$ cat src/rtl/pwm_duty_capture.sv
// pwm_duty_capture: multi-channel PWM high-time measurement.
// Each channel's synchronized level is counted over a 2^W clock period. The counts can be
// averaged over 2^AVG_LOG2 periods. The block flags channels that saw no rising edge in a
// window, and can optionally report signed pairwise differences.
// Ports:
//   clk_i        system clock
//   rst_i        synchronous active-high reset
//   en_i         measurement enable; low holds all counters at zero
//   pwm_in_i     raw PWM inputs, one bit per channel
//   duty_out_o   per-channel duty, channel i at [i*W +: W]
//   vld_o        one-cycle pulse when duty_out_o and the stuck flags update
//   stuck_hi_o   no rising edge in the last window, and the level is high
//   stuck_lo_o   no rising edge in the last window, and the level is low
//   diff_out_o   signed duty[2k] - duty[2k+1], pair k at [k*(W+1) +: W+1]
//   diff_vld_o   one-cycle pulse, one cycle after vld_o, when diff_out_o updates
module pwm_duty_capture #(
  parameter int unsigned NCH      = 4,
  parameter int unsigned W        = 11,
  parameter int unsigned AVG_LOG2 = 0,
  parameter int unsigned DIFF     = 0
) (
  input  logic                     clk_i,
  input  logic                     rst_i,
  input  logic                     en_i,
  input  logic [NCH-1:0]           pwm_in_i,
  output logic [NCH*W-1:0]         duty_out_o,
  output logic                     vld_o,
  output logic [NCH-1:0]           stuck_hi_o,
  output logic [NCH-1:0]           stuck_lo_o,
  output logic [(NCH/2)*(W+1)-1:0] diff_out_o,
  output logic                     diff_vld_o
);
  localparam int unsigned AW = W + AVG_LOG2;
  localparam int unsigned CW = (AVG_LOG2 > 0) ? AVG_LOG2 : 1;
  localparam int unsigned NP = NCH / 2;

  logic [NCH-1:0]         s1_q, s_q, s_prev_q, rise;
  logic [W-1:0]           per_q, per_d;
  logic [NCH-1:0][W-1:0]  hi_q, hi_d;
  logic [NCH-1:0][AW-1:0] acc_q, acc_d, win_sum;
  logic [CW-1:0]          avg_q, avg_d;
  logic [NCH-1:0]         edge_q, edge_d, seen;
  logic [NCH-1:0][W-1:0]  duty_q, duty_d;
  logic [NCH-1:0]         shi_q, shi_d, slo_q, slo_d;
  logic                   vld_q, vld_d;
  logic                   pe, avg_term;

  assign rise     = s_q & ~s_prev_q;
  assign pe       = en_i & (per_q == {W{1'b1}});
  assign avg_term = (AVG_LOG2 == 0) ? 1'b1 : (avg_q == {CW{1'b1}});
  // A rising edge in the update cycle still belongs to the window being closed.
  assign seen     = edge_q | rise;

  always_comb begin
    win_sum = '0;
    for (int i = 0; i < NCH; i++) begin
      win_sum[i] = acc_q[i] + AW'(hi_q[i]);
    end
  end

  always_comb begin
    per_d  = '0;
    hi_d   = '0;
    acc_d  = '0;
    avg_d  = '0;
    edge_d = '0;
    duty_d = duty_q;
    shi_d  = shi_q;
    slo_d  = slo_q;
    vld_d  = 1'b0;
    if (en_i) begin
      per_d  = per_q + 1'b1;
      acc_d  = acc_q;
      avg_d  = avg_q;
      edge_d = seen;
      if (pe) begin
        // Sample in the period-end cycle is dropped so hi_cnt tops out at 2^W-1.
        hi_d = '0;
        if (avg_term) begin
          for (int i = 0; i < NCH; i++) begin
            duty_d[i] = W'(win_sum[i] >> AVG_LOG2);
          end
          acc_d  = '0;
          avg_d  = '0;
          edge_d = '0;
          shi_d  = ~seen & s_q;
          slo_d  = ~seen & ~s_q;
          vld_d  = 1'b1;
        end else begin
          acc_d = win_sum;
          avg_d = avg_q + 1'b1;
        end
      end else begin
        for (int i = 0; i < NCH; i++) begin
          hi_d[i] = hi_q[i] + W'(s_q[i]);
        end
      end
    end
  end

  always_ff @(posedge clk_i) begin
    if (rst_i) begin
      s1_q     <= '0;
      s_q      <= '0;
      s_prev_q <= '0;
      per_q    <= '0;
      hi_q     <= '0;
      acc_q    <= '0;
      avg_q    <= '0;
      edge_q   <= '0;
      duty_q   <= '0;
      shi_q    <= '0;
      slo_q    <= '0;
      vld_q    <= 1'b0;
    end else begin
      s1_q     <= pwm_in_i;
      s_q      <= s1_q;
      s_prev_q <= s_q;
      per_q    <= per_d;
      hi_q     <= hi_d;
      acc_q    <= acc_d;
      avg_q    <= avg_d;
      edge_q   <= edge_d;
      duty_q   <= duty_d;
      shi_q    <= shi_d;
      slo_q    <= slo_d;
      vld_q    <= vld_d;
    end
  end

  assign duty_out_o = duty_q;
  assign stuck_hi_o = shi_q;
  assign stuck_lo_o = slo_q;
  assign vld_o      = vld_q & en_i;

  if (DIFF != 0 && NP > 0) begin : g_diff
    logic [NP-1:0][W:0] diff_q, diff_d;
    logic               dvld_q;

    // W+1 bits hold any difference of two W-bit unsigned values.
    always_comb begin
      diff_d = diff_q;
      if (vld_o) begin
        for (int k = 0; k < NP; k++) begin
          diff_d[k] = {1'b0, duty_q[2*k]} - {1'b0, duty_q[2*k+1]};
        end
      end
    end

    always_ff @(posedge clk_i) begin
      if (rst_i) begin
        diff_q <= '0;
        dvld_q <= 1'b0;
      end else begin
        diff_q <= diff_d;
        dvld_q <= vld_o;
      end
    end

    assign diff_out_o = diff_q;
    assign diff_vld_o = dvld_q & en_i;
  end else begin : g_no_diff
    assign diff_out_o = '0;
    assign diff_vld_o = 1'b0;
  end

endmodule
$ cat config.mk
export PLATFORM = sky130hd
export DESIGN_NAME = pwm_duty_capture
export DESIGN_NICKNAME = d
export VERILOG_FILES = /design/src/rtl/pwm_duty_capture.sv
export SDC_FILE = /design/constraint.sdc
export NUM_CORES = 1
export LEC_CHECK = 0
export CAP_MARGIN = 40
export CORE_ASPECT_RATIO = 0.9
export CORE_UTILIZATION = 40
export CTS_CLUSTER_DIAMETER = 200
export DETAILED_ROUTE_END_ITERATION = 6
export GPL_TIMING_DRIVEN = 1
export PLACE_DENSITY = 0.65
export RECOVER_POWER = 50
export SLEW_MARGIN = 10
export SYNTH_ARGS = -nofsm -noshare
export SYNTH_HDL_FRONTEND = slang
export SYNTH_SLANG_ARGS = --single-unit
$ cat constraint.sdc
create_clock -name clk_i -period 5.3 [get_ports clk_i]
set_input_delay 1.06 -clock clk_i [delete_from_list [all_inputs] [get_ports clk_i]]
set_output_delay 1.06 -clock clk_i [all_outputs]
set_load 0.005 [all_outputs]
==> flow_metrics.tcl, run 1 <==
set metrics [dict create \
    status "completed" \
    cts_hold_buf 0 \
    dieArea_sq_um 13400 \
    crit_fanout 5 \
    cts_root_buf "clkbuf_16" \
    ios 85 \
    synthTopCellsByArea "dfxtp_1, mux2i_1, nand2_1" \
    clock.fmax_mhz 295 \
    ir_drop_uv 211 \
    synth_warnings 0 \
    cp-start-kind "primary input" \
    clkPwrFrac 0.537 \
    path_cells "dlygate4sd3_1, and2_1, clkdlybuf4s50_1" \
    finalMaxSlewViolations 0 \
    cts_tree "yes" \
    die_h_microns 110 \
    total_power_mw 2.12 \
    wl_mm 10.1 \
    vias_per_cell 5.02 \
    final_layout_size_suffix_gt1_frac 0.0675 \
    holdCritPathClass "reg2reg" \
    portBuffers 59 \
    core_sq_um 12700 \
    dp_hpwl_mm 6.56 \
    syn_avg_cell_area_sq_um 9.34 \
    cts_setup_buffers 0 \
    grt_pass1_wl_mm 16.9 \
    finalCritPeriodShare 0.640 \
    vias 3945 \
    fin_tns_setup_ps 0 \
    fin_skew_ps 10.9 \
    drtPass1Iterations 4 \
    cp.arrival_ps 2330 \
    fin_crit_ps 3390 \
    design_area_sq_um 6370 \
    ant_nets 0 \
    synth_cell_type_count 36 \
    power_leakage_nw 2.29 \
    diodes 0 \
    comb_power_share 0.018 \
    critical-path-slowest-cell "dlygate4sd3_1" \
    drv_cap 0 \
    antenna_found_initial 0 \
    syn_area_sq_um 5180 \
    wl_per_cell_microns 12.8 \
    path_buf_inv 2 \
    grt_max_degree 91 \
    cts_resized 0 \
    routabilityCongestion 0.766 \
    gr-total-overflow 0 \
    ctsLongestPathBuffers 2 \
    placed_area_sq_um 5780 \
    clk_pin_slew_ps 50 \
    p_int_mw 1.65 \
    netlist_instances 555 \
    rsz0062_at_grt "no" \
    numClockSinks 124 \
    synth_seq_cells 124 \
    worst_pin_slew_ps 841 \
    fin_cells 786 \
    switching_power_uw 474 \
    final-hold-violation-count 0 \
    ys_seq_area_frac 0.479 \
    final_common_cell "dfxtp_1" \
    syn_to_final_growth_pct 22.8 \
    synth.largest_area_cell "dfxtp_1" \
    clkLatencyLatePin_ps 420 \
    netSwitchingFraction 0.223 \
    ys.flop_type "dfxtp_1" \
    synth_top_area_frac 0.479 \
    nets 625 \
    drt_iter0_markers 135 \
    end_kind "output pin" \
    die_w_microns 122 \
    relSlewSlack 0.439 \
    numCtsBuffers 17 \
    seqPwrFrac 0.444 \
    track_usage 0.161 \
    crit_family "buffers and inverters" \
    cts-htree-levels 4 \
    drc 0 \
    grt_pass1_vias 3712 \
    initial_core_util 0.409 \
    path_class "in2out" \
    setup_viol 0 \
    synth_edf_count 0 \
    fp-row-count 39 \
    async_reset_ff_frac 0 \
    slowest_delay_ps 620 \
    worstPathRequired_ps 4240 \
    layout_common_cells "dfxtp_1, nand2_1, dlygate4sd3_1" \
    powerDensity_nw_per_um2 333 \
    dp.cells 754 \
]
==> layout make-up <==
class | instances | area [sq um]
clock buffers | 17 | 425
repair buffers | 64 | 624
inverters | 13 | 48.8
multi-input cells | 389 | 2420
flip-flops and latches | 124 | 2480
well taps | 164 | 205
fillers | 1158 | 6320
clock inverters | 15 | 165
==> per-layer routing <==
metal  track usage  part of all wire  vias up
li1              -                 -     2007
met1         0.199              0.49     1852
met2         0.260              0.46       76
met3        0.0525             0.039       10
met4        0.0617             0.011        0
met5             0                 0        -
==> cells in the mapped netlist (2+ instances only) <==
master and instances:
a211oi_1 24, a21oi_1 7, a2bb2oi_1 3, and2_1 2, and3_1 8, buf_2 4
buf_4 27, buf_6 4, clkbuf_1 18, dfxtp_1 124, ha_1 9, inv_1 12
mux2_2 4, mux2i_1 47, nand2_1 105, nand2b_1 2, nand3_1 20, nand3b_1 4
nand4_1 10, nor2_1 5, nor2b_1 17, nor3_1 21, o21ai_0 15, o31ai_1 12
or3_1 14, or4_1 14, xnor2_1 6, xor2_1 9
==> per-stage QoR <==
| stage | hold WS (ps) | worst slack (ps) | util |
|---|---|---|---|
| finish | 438 | 1910 | 0.502 |
| floorplan | 414 | 3060 | - |
| CTS | 437 | 1970 | 0.502 |
| global route | 465 | 1840 | 0.502 |
| detailed placement | 424 | 1910 | 0.456 |
| global placement | 420 | 1980 | 0.455 |
==> final timing paths <==
path	slack, ps	cells after the start	start	to
setup / recovery	1910	3	en_i	vld_o
hold / removal	440	1	s1_q[3]	s_q[3]
setup reg to reg	2980	5	per_q[0]	stuck_lo_o[3]
hold reg to reg	440	1	s1_q[3]	s_q[3]
==> sequential cells by signal, indices dropped and copies added, names as in the netlist <==
| signal | cells |
|---|---|
| duty_out_o | 44 |
| edge_q | 4 |
| hi_q | 44 |
| per_q | 11 |
| s1_q | 4 |
| s_prev_q | 4 |
| s_q | 4 |
| stuck_hi_o | 4 |
| stuck_lo_o | 4 |
| vld_q | 1 |
==> cells by family (layout without fill, tap and decap cells) <==
kind of cell	after synthesis	after routing	share of synthesized area
AND/OR/NAND/NOR	226	226	0.218
flip-flops	124	124	0.479
buffers and inverters	66	109	0.0741
AO/OA/AOI/OAI	63	63	0.0820
multiplexers	51	51	0.0994
XOR/XNOR	15	15	0.0253
adder cells (fa/ha/maj)	9	9	0.0217
other	1	25	0.000723
==> power by group through the flow <==
stage | registers [mW] | logic, mW | clock network, mW
2_1_floorplan | 0.961 | 0.0419 | 0
3_3_place_gp | 0.962 | 0.0379 | 0
3_5_place_dp | 0.963 | 0.0396 | 0
4_1_cts | 0.942 | 0.0398 | 1.16
5_1_grt | 0.943 | 0.0456 | 1.21
6_report | 0.942 | 0.0387 | 1.14
Power figures use the tool's default switching activity.
==> run 2: changes to the inputs <==
==> constraint.sdc (replaced) <==
create_clock -name clk_i -period 3.47 [get_ports clk_i]
set_input_delay 0.694 -clock clk_i [delete_from_list [all_inputs] [get_ports clk_i]]
set_output_delay 0.694 -clock clk_i [all_outputs]
set_load 0.005 [all_outputs]
==> run 2 against run 1 <==
Sequential cell count is the same; wire length shrank 1.2%; register-to-register slack lost 1700 ps; utilization grew 0.22 points; clock skew shrank 3.6 ps; die area is the same; critical endpoint is now hi_q[14]; largest cell class unchanged; largest power group unchanged.
==> flow_metrics.tcl, run 2 (synthesis results as in run 1) <==
set metrics [dict create \
    fin_crit_ps 2650 \
    rsz0062_at_grt "no" \
    clk_pin_slew_ps 50 \
    initial_core_util 0.409 \
    layout_common_cells "dfxtp_1, nand2_1, dlygate4sd3_1" \
    cts_root_buf "clkbuf_16" \
    drc 0 \
    track_usage 0.162 \
    final-hold-violation-count 0 \
    numClockSinks 124 \
    vias 3912 \
    cts_resized 0 \
    powerDensity_nw_per_um2 498 \
    cts-htree-levels 4 \
    multi_input_area_sq_um 2420 \
    cts_tree "yes" \
    grt_pass1_wl_mm 16.8 \
    worstPathRequired_ps 3740 \
    final_common_cell "dfxtp_1" \
    ir_drop_uv 328 \
    vias_per_cell 4.96 \
    dp_hpwl_mm 6.53 \
    die_w_microns 122 \
    wl_mm 9.97 \
    power_leakage_nw 2.32 \
    setup_viol 0 \
    fin_skew_ps 7.27 \
    routabilityCongestion 0.725 \
    diodes 0 \
    cp-start-kind "primary input" \
    crit_fanout 28 \
    fin_cells 789 \
    fin_tns_setup_ps 0 \
    portBuffers 59 \
    relSlewSlack 0.378 \
    ant_nets 0 \
    core_sq_um 12700 \
    finalCritPeriodShare 0.763 \
    die_h_microns 110 \
    status "completed" \
    grt_max_degree 46 \
    nets 628 \
    drtPass1Iterations 4 \
    fp-row-count 39 \
    dieArea_sq_um 13400 \
    ctsLongestPathBuffers 2 \
    drt_iter0_markers 247 \
    path_class "in2reg" \
    grt_pass1_vias 3742 \
    worst_pin_slew_ps 933 \
    n_fill_cell 1161 \
    gr-total-overflow 0 \
    antenna_found_initial 0 \
    ff_latch_area_sq_um 2480 \
    setup_slack_ps 822 \
    clkLatencyLatePin_ps 420 \
    dp.cells 757 \
    syn_to_final_growth_pct 23.4 \
    cts_setup_buffers 0 \
    ios 85 \
    cts_hold_buf 0 \
    end_kind "register" \
    dp_slack_ps 763 \
    holdCritPathClass "reg2reg" \
    clock.fmax_mhz 378 \
    finalMaxSlewViolations 0 \
    drv_cap 0 \
    numCtsBuffers 17 \
    cp.arrival_ps 2920 \
    final_layout_size_suffix_gt1_frac 0.0656 \
    wl_per_cell_microns 12.6 \
]
==> run 2: changes by cell type in the layout (fill, tap and decap cells not counted), sizes merged <==
cell           before  now
buf                 4    5
clkinv              5    4
clkinvlp            4    1
clkdlybuf4s50       5    6
dlygate4sd3        54   53
bufinv              2    1
inv                17   13
clkbuf             18   29
==> run 2: final cells by class <==
type                    count  share of cell area
clock buffers              26              0.0812
clock inverters             6             0.00900
inverters                  13             0.00763
multi-input cells         389               0.378
flip-flops and latches    124               0.388
well taps                 164              0.0321
repair buffers             67               0.104
==> run 2: per-layer routing <==
metal / wire length (microns) / track usage / up-vias
met2: 4440 / 0.251 / 81
met4: 121 / 0.0644 / 0
met3: 373 / 0.0571 / 12
met1: 5030 / 0.206 / 1817
met5: 0 / 0 / -
li1: - / - / 2002
==> run 2: where the power goes <==
group,internal (mW),switching (mW),total [mW]
clock network,1.09,0.592,1.68
logic,0.0176,0.0446,0.0622
registers,1.43,0.00610,1.44
total,2.54,0.643,3.19
==> run 2: path summary, 6_finish.rpt <==
check | startpoint | end | slack (ps) | depth (start not counted)
setup / recovery | rst_i | hi_q[14] | 820 | 6
hold / removal | s1_q[2] | s_q[2] | 440 | 1
setup reg to reg | per_q[0] | duty_out_o[27] | 1270 | 5
hold reg to reg | s1_q[2] | s_q[2] | 440 | 1
==> run 2: per-stage QoR <==
stage	utilization	hold WS, ps	area (sq um)	power [mW]
2_1_floorplan	-	414	5280	1.53
3_3_place_gp	0.459	420	5820	1.53
3_5_place_dp	0.459	433	5830	1.53
4_1_cts	0.505	445	6410	3.22
5_1_grt	0.504	460	6400	3.30
6_report	0.504	439	6400	3.19
==> run 2: critical path, stage by stage <==
cell           delay (ps)
dlygate4sd3_1         530
clkbuf_1              700
inv_1                 220
nand2_1               140
clkbuf_2              510
nor3_1                130
